`config.mk`:
```
export PLATFORM = sky130hd
export DESIGN_NAME = lsu_flat
export DESIGN_NICKNAME = d
export VERILOG_FILES = /design/src/rtl/lsu_if.sv /design/src/rtl/lsu.sv /design/src/flat_wrapper.sv
export SDC_FILE = /design/constraint.sdc
export NUM_CORES = 1
export LEC_CHECK = 0
export ABC_AREA = 1
export CORE_MARGIN = 5
export CORE_UTILIZATION = 49
export DETAILED_ROUTE_END_ITERATION = 16
export PLACE_DENSITY = 0.86
export SYNTH_ARGS = -nofsm -noshare
export SYNTH_HDL_FRONTEND = slang
export SYNTH_SLANG_ARGS = --single-unit
```
`constraint.sdc`:
```
create_clock -name clk -period 6.3 [get_ports clk]
set_input_delay 0.63 -clock clk [delete_from_list [all_inputs] [get_ports clk]]
set_output_delay 0.63 -clock clk [all_outputs]
set_load 0.02 [all_outputs]
```
`src/rtl/lsu_if.sv`:
```
// lsu_if: groups the LSU pipeline-side and data-memory-side signals.
// Ports: req_valid_i/memop_i/addr_i/wdata_i (request), dm_* (memory bus),
//        result_o/result_valid_o/stallreq_o/misalign_o (writeback/control).
interface lsu_if #(
  parameter int RegBusWidth = 32
);
  // pipeline request
  logic                   req_valid_i;
  logic [3:0]             memop_i;
  logic [31:0]            addr_i;
  logic [RegBusWidth-1:0] wdata_i;
  // data-memory bus
  logic                   dm_req_o;
  logic [3:0]             dm_we_o;
  logic [31:0]            dm_addr_o;
  logic [RegBusWidth-1:0] dm_wdata_o;
  logic                   dm_ack_i;
  logic [RegBusWidth-1:0] dm_rdata_i;
  // writeback / pipeline control
  logic [RegBusWidth-1:0] result_o;
  logic                   result_valid_o;
  logic                   stallreq_o;
  logic                   misalign_o;

  // slave: the LSU itself
  modport slave (
    input  req_valid_i, memop_i, addr_i, wdata_i, dm_ack_i, dm_rdata_i,
    output dm_req_o, dm_we_o, dm_addr_o, dm_wdata_o,
           result_o, result_valid_o, stallreq_o, misalign_o
  );

  // master: pipeline + memory environment driving the LSU
  modport master (
    output req_valid_i, memop_i, addr_i, wdata_i, dm_ack_i, dm_rdata_i,
    input  dm_req_o, dm_we_o, dm_addr_o, dm_wdata_o,
           result_o, result_valid_o, stallreq_o, misalign_o
  );
endinterface

```
`src/rtl/lsu.sv`:
```
// lsu: load/store unit between EX stage and a single-port data memory.
// Latency: non-memory ops 1 cycle; memory ops ack cycle + 1; one access in flight.
// Backpressure: stallreq_o (combinational) high from accept through the ack cycle.
// Ports: clk, rst (async, active-high), bus (lsu_if.slave).
// Optional feature macro: LSU_MISALIGN_TRAP_EN (misaligned half/word ops trap
// via misalign_o instead of touching memory; otherwise low address bits ignored).
module lsu #(
  parameter int RegBusWidth = 32
) (
  input  logic clk,
  input  logic rst,
  lsu_if.slave bus
);

  typedef enum logic {
    IDLE = 1'b0,
    WAIT = 1'b1
  } state_t;

  localparam logic [1:0] SZ_B = 2'd0;
  localparam logic [1:0] SZ_H = 2'd1;
  localparam logic [1:0] SZ_W = 2'd2;

  state_t state, state_nxt;

  // request decode
  logic       is_load, is_store, is_signed, is_mem, misaligned;
  logic [1:0] size;
  logic       accept, passthru, trap;

  // store lane steering for the incoming request
  logic [3:0]  we_calc;
  logic [31:0] wdata_calc;

  // access captured at accept time, held for the whole WAIT
  logic [3:0]  dm_we_q;
  logic [31:0] dm_addr_q;
  logic [31:0] dm_wdata_q;
  logic [1:0]  size_q, off_q;
  logic        load_q, signed_q;

  logic [RegBusWidth-1:0] result_q;
  logic                   result_valid_q;
  logic                   misalign_q;

  logic [7:0]             ld_byte;
  logic [15:0]            ld_half;
  logic [RegBusWidth-1:0] ld_val;

  always_comb begin
    is_load   = 1'b0;
    is_store  = 1'b0;
    is_signed = 1'b0;
    size      = SZ_B;
    case (bus.memop_i)
      4'b0001: begin is_load  = 1'b1; is_signed = 1'b1; size = SZ_B; end
      4'b0010: begin is_load  = 1'b1; is_signed = 1'b1; size = SZ_H; end
      4'b0011: begin is_load  = 1'b1;                   size = SZ_W; end
      4'b0100: begin is_load  = 1'b1;                   size = SZ_B; end
      4'b0101: begin is_load  = 1'b1;                   size = SZ_H; end
      4'b1001: begin is_store = 1'b1;                   size = SZ_B; end
      4'b1010: begin is_store = 1'b1;                   size = SZ_H; end
      4'b1011: begin is_store = 1'b1;                   size = SZ_W; end
      default: ;  // unknown codes behave as NONE (pass-through)
    endcase
  end

  assign is_mem = is_load | is_store;

`ifdef LSU_MISALIGN_TRAP_EN
  assign misaligned = is_mem &&
                      (((size == SZ_H) && bus.addr_i[0]) ||
                       ((size == SZ_W) && (bus.addr_i[1:0] != 2'b00)));
`else
  assign misaligned = 1'b0;
`endif

  // Halfword lane is picked by addr[1] only, so addr[0] is naturally ignored
  // when trapping is disabled; word ops ignore both low bits.
  always_comb begin
    we_calc    = 4'b0000;
    wdata_calc = bus.wdata_i;
    case (size)
      SZ_B: begin
        we_calc    = 4'b0001 << bus.addr_i[1:0];
        wdata_calc = {4{bus.wdata_i[7:0]}};
      end
      SZ_H: begin
        we_calc    = bus.addr_i[1] ? 4'b1100 : 4'b0011;
        wdata_calc = {2{bus.wdata_i[15:0]}};
      end
      default: begin
        we_calc    = 4'b1111;
        wdata_calc = bus.wdata_i;
      end
    endcase
    if (!is_store) we_calc = 4'b0000;
  end

  always_ff @(posedge clk or posedge rst) begin
    if (rst) state <= IDLE;
    else     state <= state_nxt;
  end

  always_comb begin
    state_nxt      = state;
    accept         = 1'b0;
    passthru       = 1'b0;
    trap           = 1'b0;
    bus.stallreq_o = 1'b0;
    case (state)
      IDLE: begin
        if (bus.req_valid_i) begin
          if (!is_mem) begin
            passthru = 1'b1;
          end else if (misaligned) begin
            trap = 1'b1;
          end else begin
            accept    = 1'b1;
            state_nxt = WAIT;
          end
        end
      end
      WAIT: begin
        // ack is the last stalled cycle; the result appears the cycle after
        if (bus.dm_ack_i) state_nxt = IDLE;
      end
      default: state_nxt = IDLE;
    endcase
    // rst gating keeps the stall low while reset is asserted, even with a
    // memory request presented on the inputs
    bus.stallreq_o = !rst && (accept || (state == WAIT));
  end

  // byte/half lane extraction from the returned word
  always_comb begin
    case (off_q)
      2'd0:    ld_byte = bus.dm_rdata_i[7:0];
      2'd1:    ld_byte = bus.dm_rdata_i[15:8];
      2'd2:    ld_byte = bus.dm_rdata_i[23:16];
      default: ld_byte = bus.dm_rdata_i[31:24];
    endcase
    ld_half = off_q[1] ? bus.dm_rdata_i[31:16] : bus.dm_rdata_i[15:0];
    case (size_q)
      SZ_B:    ld_val = signed_q ? {{24{ld_byte[7]}}, ld_byte} : {24'b0, ld_byte};
      SZ_H:    ld_val = signed_q ? {{16{ld_half[15]}}, ld_half} : {16'b0, ld_half};
      default: ld_val = bus.dm_rdata_i;
    endcase
  end

  always_ff @(posedge clk or posedge rst) begin
    if (rst) begin
      dm_we_q        <= 4'b0000;
      dm_addr_q      <= 32'h0;
      dm_wdata_q     <= 32'h0;
      size_q         <= SZ_B;
      off_q          <= 2'b00;
      load_q         <= 1'b0;
      signed_q       <= 1'b0;
      result_q       <= '0;
      result_valid_q <= 1'b0;
      misalign_q     <= 1'b0;
    end else begin
      result_valid_q <= 1'b0;
      misalign_q     <= 1'b0;
      if (passthru) begin
        result_q       <= bus.addr_i;
        result_valid_q <= 1'b1;
      end
      if (trap) misalign_q <= 1'b1;
      if (accept) begin
        dm_addr_q  <= {bus.addr_i[31:2], 2'b00};
        dm_we_q    <= we_calc;
        dm_wdata_q <= wdata_calc;
        size_q     <= size;
        off_q      <= bus.addr_i[1:0];
        load_q     <= is_load;
        signed_q   <= is_signed;
      end
      if ((state == WAIT) && bus.dm_ack_i) begin
        result_valid_q <= 1'b1;
        result_q       <= load_q ? ld_val : '0;
      end
    end
  end

  // Memory bus is only driven while an access is outstanding; since state is
  // async-reset, a reset mid-access drops the request immediately.
  assign bus.dm_req_o       = (state == WAIT);
  assign bus.dm_we_o        = (state == WAIT) ? dm_we_q    : 4'b0000;
  assign bus.dm_addr_o      = (state == WAIT) ? dm_addr_q  : 32'h0;
  assign bus.dm_wdata_o     = (state == WAIT) ? dm_wdata_q : 32'h0;
  assign bus.result_o       = result_q;
  assign bus.result_valid_o = result_valid_q;
  assign bus.misalign_o     = misalign_q;

endmodule

```
`src/flat_wrapper.sv`:
```
// flat-port wrapper written by rule: the top's interface ports become plain ports
module lsu_flat 
#(
  parameter int RegBusWidth = 32
)
  (clk, rst, bus_req_valid_i, bus_memop_i, bus_addr_i, bus_wdata_i, bus_dm_ack_i, bus_dm_rdata_i, bus_dm_req_o, bus_dm_we_o, bus_dm_addr_o, bus_dm_wdata_o, bus_result_o, bus_result_valid_o, bus_stallreq_o, bus_misalign_o);
  lsu_if #(.RegBusWidth(RegBusWidth)) bus_i ();
  input  logic clk;
  input  logic rst;
  input wire logic [$bits(bus_i.req_valid_i)-1:0] bus_req_valid_i;
  input wire logic [$bits(bus_i.memop_i)-1:0] bus_memop_i;
  input wire logic [$bits(bus_i.addr_i)-1:0] bus_addr_i;
  input wire logic [$bits(bus_i.wdata_i)-1:0] bus_wdata_i;
  input wire logic [$bits(bus_i.dm_ack_i)-1:0] bus_dm_ack_i;
  input wire logic [$bits(bus_i.dm_rdata_i)-1:0] bus_dm_rdata_i;
  output wire logic [$bits(bus_i.dm_req_o)-1:0] bus_dm_req_o;
  output wire logic [$bits(bus_i.dm_we_o)-1:0] bus_dm_we_o;
  output wire logic [$bits(bus_i.dm_addr_o)-1:0] bus_dm_addr_o;
  output wire logic [$bits(bus_i.dm_wdata_o)-1:0] bus_dm_wdata_o;
  output wire logic [$bits(bus_i.result_o)-1:0] bus_result_o;
  output wire logic [$bits(bus_i.result_valid_o)-1:0] bus_result_valid_o;
  output wire logic [$bits(bus_i.stallreq_o)-1:0] bus_stallreq_o;
  output wire logic [$bits(bus_i.misalign_o)-1:0] bus_misalign_o;
  assign bus_i.req_valid_i = bus_req_valid_i;
  assign bus_i.memop_i = bus_memop_i;
  assign bus_i.addr_i = bus_addr_i;
  assign bus_i.wdata_i = bus_wdata_i;
  assign bus_i.dm_ack_i = bus_dm_ack_i;
  assign bus_i.dm_rdata_i = bus_dm_rdata_i;
  assign bus_dm_req_o = bus_i.dm_req_o;
  assign bus_dm_we_o = bus_i.dm_we_o;
  assign bus_dm_addr_o = bus_i.dm_addr_o;
  assign bus_dm_wdata_o = bus_i.dm_wdata_o;
  assign bus_result_o = bus_i.result_o;
  assign bus_result_valid_o = bus_i.result_valid_o;
  assign bus_stallreq_o = bus_i.stallreq_o;
  assign bus_misalign_o = bus_i.misalign_o;
  lsu #(.RegBusWidth(RegBusWidth)) u_core (.clk(clk), .rst(rst), .bus(bus_i));
endmodule
```
* Word-level counts from Yosys, hierarchy flattened
Index checks and enable logic that the tools add are counted.
Storage, ports and cells: register bits 106, word-level logic and storage cells 67
Cells by class: eq/ne operators 12, reduce and logical (&&, ||, !) cells 13, bitwise gates (word level) 2, shift operators 1, multiplexer cells 29
Operators by type and width (number):
- 2-to-1 mux 32 bit | 7
- one-hot mux 32 bit (2 select lines) | 2
- one-hot mux 8 bit (3 select lines) | 1
- 2-to-1 mux 16 bit | 1
- equality test 4 bit, second input constant | 3
- 2-to-1 mux 1 bit | 12
- 2-to-1 mux 4 bit | 3
- equality test 4 x 2 -> 1 bit, second input constant | 2
- equality test 4 x 3 -> 1 bit, second input constant | 2
- one-hot mux 4 bit (2 select lines) | 1
- equality test 2 x 1 -> 1 bit, second input constant | 3
- zero test 2 bit | 3
- OR reduction 3 bit | 2
- OR reduction 5 bit | 1
- equality test 4 x 1 -> 1 bit, second input constant | 1
- one-hot mux 2 bit (2 select lines) | 1
- OR reduction 2 bit | 2
- left shift 1 x 2 -> 4 bit, first input constant | 1
- equality test 2 bit, second input constant | 1
- logical AND 1 bit | 2
- one-hot mux 1 bit (2 select lines) | 1
- nonzero test 2 bit | 1
- zero test 1 bit | 1
- logical OR 1 bit | 1
- 2 further kinds | 2

* Logic depth before layout (Yosys ltp)
word-level depth 9, gate-level depth with buffers 9

* Worst setup path after synthesis
No wires, ideal clock.
path kind register to output, start register u_core.state (netlist: u_core.bus.dm_req_o), end output bus_dm_addr_o[30], path slack 4.261 ns, data required time 5.670 ns, cell stages (with the launch flop) 6, arrival 1.409 ns, cell sequence dfrtp_1 buf_2 clkbuf_1 clkbuf_1 nand2_1 inv_1
On the way: longest elaborated chain between the ends 1
RTL lines:
- start: declaration | RTL line lsu.sv:24 | state_t state, state_nxt;
- start signal: assignment | RTL line lsu.sv:102 | else state <= state_nxt;
- 2-to-1 mux 32 bit | RTL line lsu.sv:191 | assign bus.dm_addr_o = (state == WAIT) ? dm_addr_q : 32'h0;
- end: declaration | RTL line flat_wrapper.sv:18 | output wire logic [$bits(bus_i.dm_addr_o)-1:0] bus_dm_addr_o;
No other way between the ends.

* Worst setup path in the final report
start register u_core.state (netlist: u_core.bus.dm_req_o), end register u_core.dm_wdata_q[8]
On the way: longest elaborated chain between the ends 1
RTL lines:
- 2-to-1 mux 1 bit | RTL line lsu.sv:111 | case (state)
- end signal: assignment | RTL line lsu.sv:174 | dm_wdata_q <= wdata_calc;
- end: declaration | RTL line lsu.sv:38 | logic [31:0] dm_wdata_q;
No other way between the ends. A chain may end at the register's enable or synchronous reset.

==> flow_summary_export.csv <==
group,metric,value,unit
cts,clockBufferDepth,2,
cts,cts_resized,0,
logic_synthesis,synth_xor_area_frac,0,
routing,dr.max_layer_used,"met4",
die,fp.dieW,119.8,microns
die,pin_count,208,
global_routing,grt_pass1_vias,5943,
worst_setup_path,cp.arrival,3440,ps
cts,insertion_delay,340,ps
routing,vias,6095,
global_routing,grt_usage,0.2633,
routing,drc,0,
worst_setup_path,cp-start-kind,"flip-flop",
cts,cts_setup_buffers,0,
cts,cts.clk_slew.worst_paths,70,ps
place,gp_congestion,0.9229,
die,num_rows,40,
cts,clock-sinks,106,
sta,worst_slew_pin_slew,982.1,ps
routing,wl_met1,7.635,mm
routing,drt_iter0_drc,633,
logic_synthesis,syn_avg_cell_area,7.074,sq um
logic_synthesis,synth_compound_area_frac,0.1214,
sta,whs,482.2,ps
global_routing,grt_max_degree,82,
routing,drtAntennaViolNets,0,
global_routing,grt_first_pass_wirelength,30.23,mm
cells_and_area,stdcell_count,1161,
place,dp_cells,1145,
logic_synthesis,ys_seq_area_frac,0.4491,
sta,skew,3.432,ps
routing,wl_met2,8.949,mm
routing,routed-wl-met3,1.982,mm
logic_synthesis,synth_top_family_by_area,"simple AND/OR/NAND/NOR gates",
cells_and_area,layout.nets,1113,
cts,h-tree-depth,3,
logic_synthesis,synthCells,835,
sta,hold_violations,0,
global_routing,overflow,0,
logic_synthesis,async_flop_share,1.000,
sta,fin_setup_tns,0,ps
cells_and_area,final_util,0.6877,
routing,viasPerCell,5.250,
sta,slew_violations,0,
worst_setup_path,cp-end-kind,"flip-flop",
die,die_area,14350,sq um
logic_synthesis,synth_edf_count,0,
sta,finalSetupViolCount,0,
logic_synthesis,ys_seq_elements,106,
cts,cts_tree,"built",
die,die_h,119.8,microns
logic_synthesis,ys.flop_type,"dfrtp_1",
die,initial_core_util,0.4959,
logic_synthesis,muxShareOfSynthArea,0,
cts,cts_made_buffers,9,
sta,fin_crit,3227,ps
run_status,outcome,"finished clean",
logic_synthesis,synthSimpleGateAreaFrac,0.3143,
sta,timing.slew.headroom,0.3437,
job,cap_viol_max_count,0,
sta,rsz0062_at_grt,"false",
sta,timing.final.crit_share,0.5123,
cells_and_area,area_delta_synth_final,38.68,%
worst_setup_path,cp_data_required_time,6510,ps
worst_setup_path,critPathMaxFanout,81,
logic_synthesis,synth_fa_ha_area_frac,0,
routing,wl,19.09,mm
cts,clockRootBuffer,"clkbuf_16",
place,hpwl,13.79,mm
logic_synthesis,synth.distinct_cells,29,
cells_and_area,diodes,0,
sta,fmax,0.3099,GHz
cells_and_area,layout-drive-gt1-share,0.04931,
die,core_area,11910,sq um
routing,dr.pass1.iters,5,
logic_synthesis,ys_warn_count,0,
power_and_ir_drop,vdd_ir_drop_max,0.1438,mV
power_and_ir_drop,cellPowerDensity,297.9,nW/um^2
worst_setup_path,crit_type,"flip-flop to flip-flop",
routing,avgRoutedWirePerCell,16.44,microns
power_and_ir_drop,p_leak,4.253,nW
worst_hold_path,hp-class,"flip-flop to flip-flop",
global_routing,grt_antenna_before_repair,0,
cts,hold_buffers,0,
place,io_buffers,204,
logic_synthesis,synth.cell_area,5907,sq um
==> placed cells by master, fill, tap and decap left out, drive strengths merged <==
cell type,instances
a21oi,54
a22o,1
a31oi,1
buf,3
bufinv,2
clkbuf,10
clkdlybuf4s50,204
clkinv,4
conb,3
dfrtp,106
inv,102
nand2,329
nand3,40
nand3b,2
nor2,72
o211ai,13
o21a,1
o21ai,60
or2,7
==> path summary, 6_finish.rpt <==
check / slack (ps) / cells after the start / end / startpoint
max: 3070 / 6 / u_core.dm_wdata_q[8]$_DFFE_PP0P_ / u_core.bus.dm_req_o$_DFF_PP0_
min: 480 / 2 / u_core.dm_addr_q[21]$_DFFE_PP0P_ / u_core.dm_addr_q[21]$_DFFE_PP0P_
max reg2reg: 3070 / 6 / u_core.dm_wdata_q[8]$_DFFE_PP0P_ / u_core.bus.dm_req_o$_DFF_PP0_
min reg2reg: 480 / 2 / u_core.dm_addr_q[21]$_DFFE_PP0P_ / u_core.dm_addr_q[21]$_DFFE_PP0P_
max in group asynchronous: 4340 / 3 / u_core.bus.result_o[18]$_DFFE_PP0P_ / rst
min in group asynchronous: 780 / 2 / u_core.dm_wdata_q[9]$_DFFE_PP0P_ / rst
==> flip-flops by register name, indices dropped and copies added, names as in the netlist <==
| register | count |
|---|---|
| u_core.size_q | 2 |
| u_core.dm_addr_q | 30 |
| u_core.bus.dm_req_o | 1 |
| u_core.bus.result_valid_o | 1 |
| u_core.dm_wdata_q | 32 |
| u_core.off_q | 2 |
| u_core.dm_we_q | 4 |
| u_core.signed_q | 1 |
| u_core.bus.result_o | 32 |
| u_core.load_q | 1 |
==> critical path, stage by stage, from the launching register on <==
cell,delay [ps]
dfrtp_2,570
buf_4,560
nor2_4,120
nand2_4,670
inv_2,640
o211ai_1,330
o211ai_1,130
==> area by class of cell <==
type / count / area [sq um]
Timing Repair Buffer: 207 / 2064
Tap cell: 147 / 183.9
Clock inverter: 6 / 80.08
Fill cell: 987 / 3720
Inverter: 102 / 385.4
Clock buffer: 10 / 239.0
Sequential cell: 106 / 2654
Multi-Input combinational cell: 583 / 2585
==> through the flow <==
stage / cell area (sq um) / total power [mW] / setup slack (ps)
after floorplan: 5914 / 1.454 / 2881
after global placement: 7873 / 1.813 / 2944
after detailed placement: 7873 / 1.839 / 2846
after CTS: 8192 / 2.446 / 3046
after global routing: 8192 / 2.567 / 2850
final: 8192 / 2.441 / 3073
==> power breakdown <==
group | internal [mW] | total (mW) | switching, mW
combinational | 0.382 | 0.861 | 0.480
clock | 0.357 | 0.610 | 0.253
sequential | 0.846 | 0.969 | 0.123
==> routing by layer <==
metal	vias to the layer above	GRT usage
met1	2827	0.3326
met2	314	0.4322
met5	-	0
met4	0	0.09449
met3	41	0.07587
li1	2913	-
==> synth_stat cells (5+ instances only) <==
| master | count | share of area |
|---|---|---|
| nand3_1 | 35 | 0.030 |
| or2_2 | 7 | 0.0074 |
| buf_6 | 10 | 0.019 |
| nand2_1 | 324 | 0.21 |
| inv_1 | 98 | 0.062 |
| o21ai_1 | 5 | 0.0042 |
| clkbuf_1 | 15 | 0.0095 |
| dfrtp_1 | 106 | 0.45 |
| a21oi_1 | 54 | 0.046 |
| o211ai_1 | 10 | 0.013 |
| buf_2 | 16 | 0.014 |
| o21ai_0 | 54 | 0.046 |
| nor2_1 | 69 | 0.044 |
==> cells by family (layout without fill, tap and decap cells) <==
kind of cell	count (synthesis)	in the layout
AO/OA/AOI/OAI	130	130
other	1	3
AND/OR/NAND/NOR	450	450
flip-flops	106	106
buffers and inverters	148	325
Note: power is estimated with default switching activity, not from simulation.
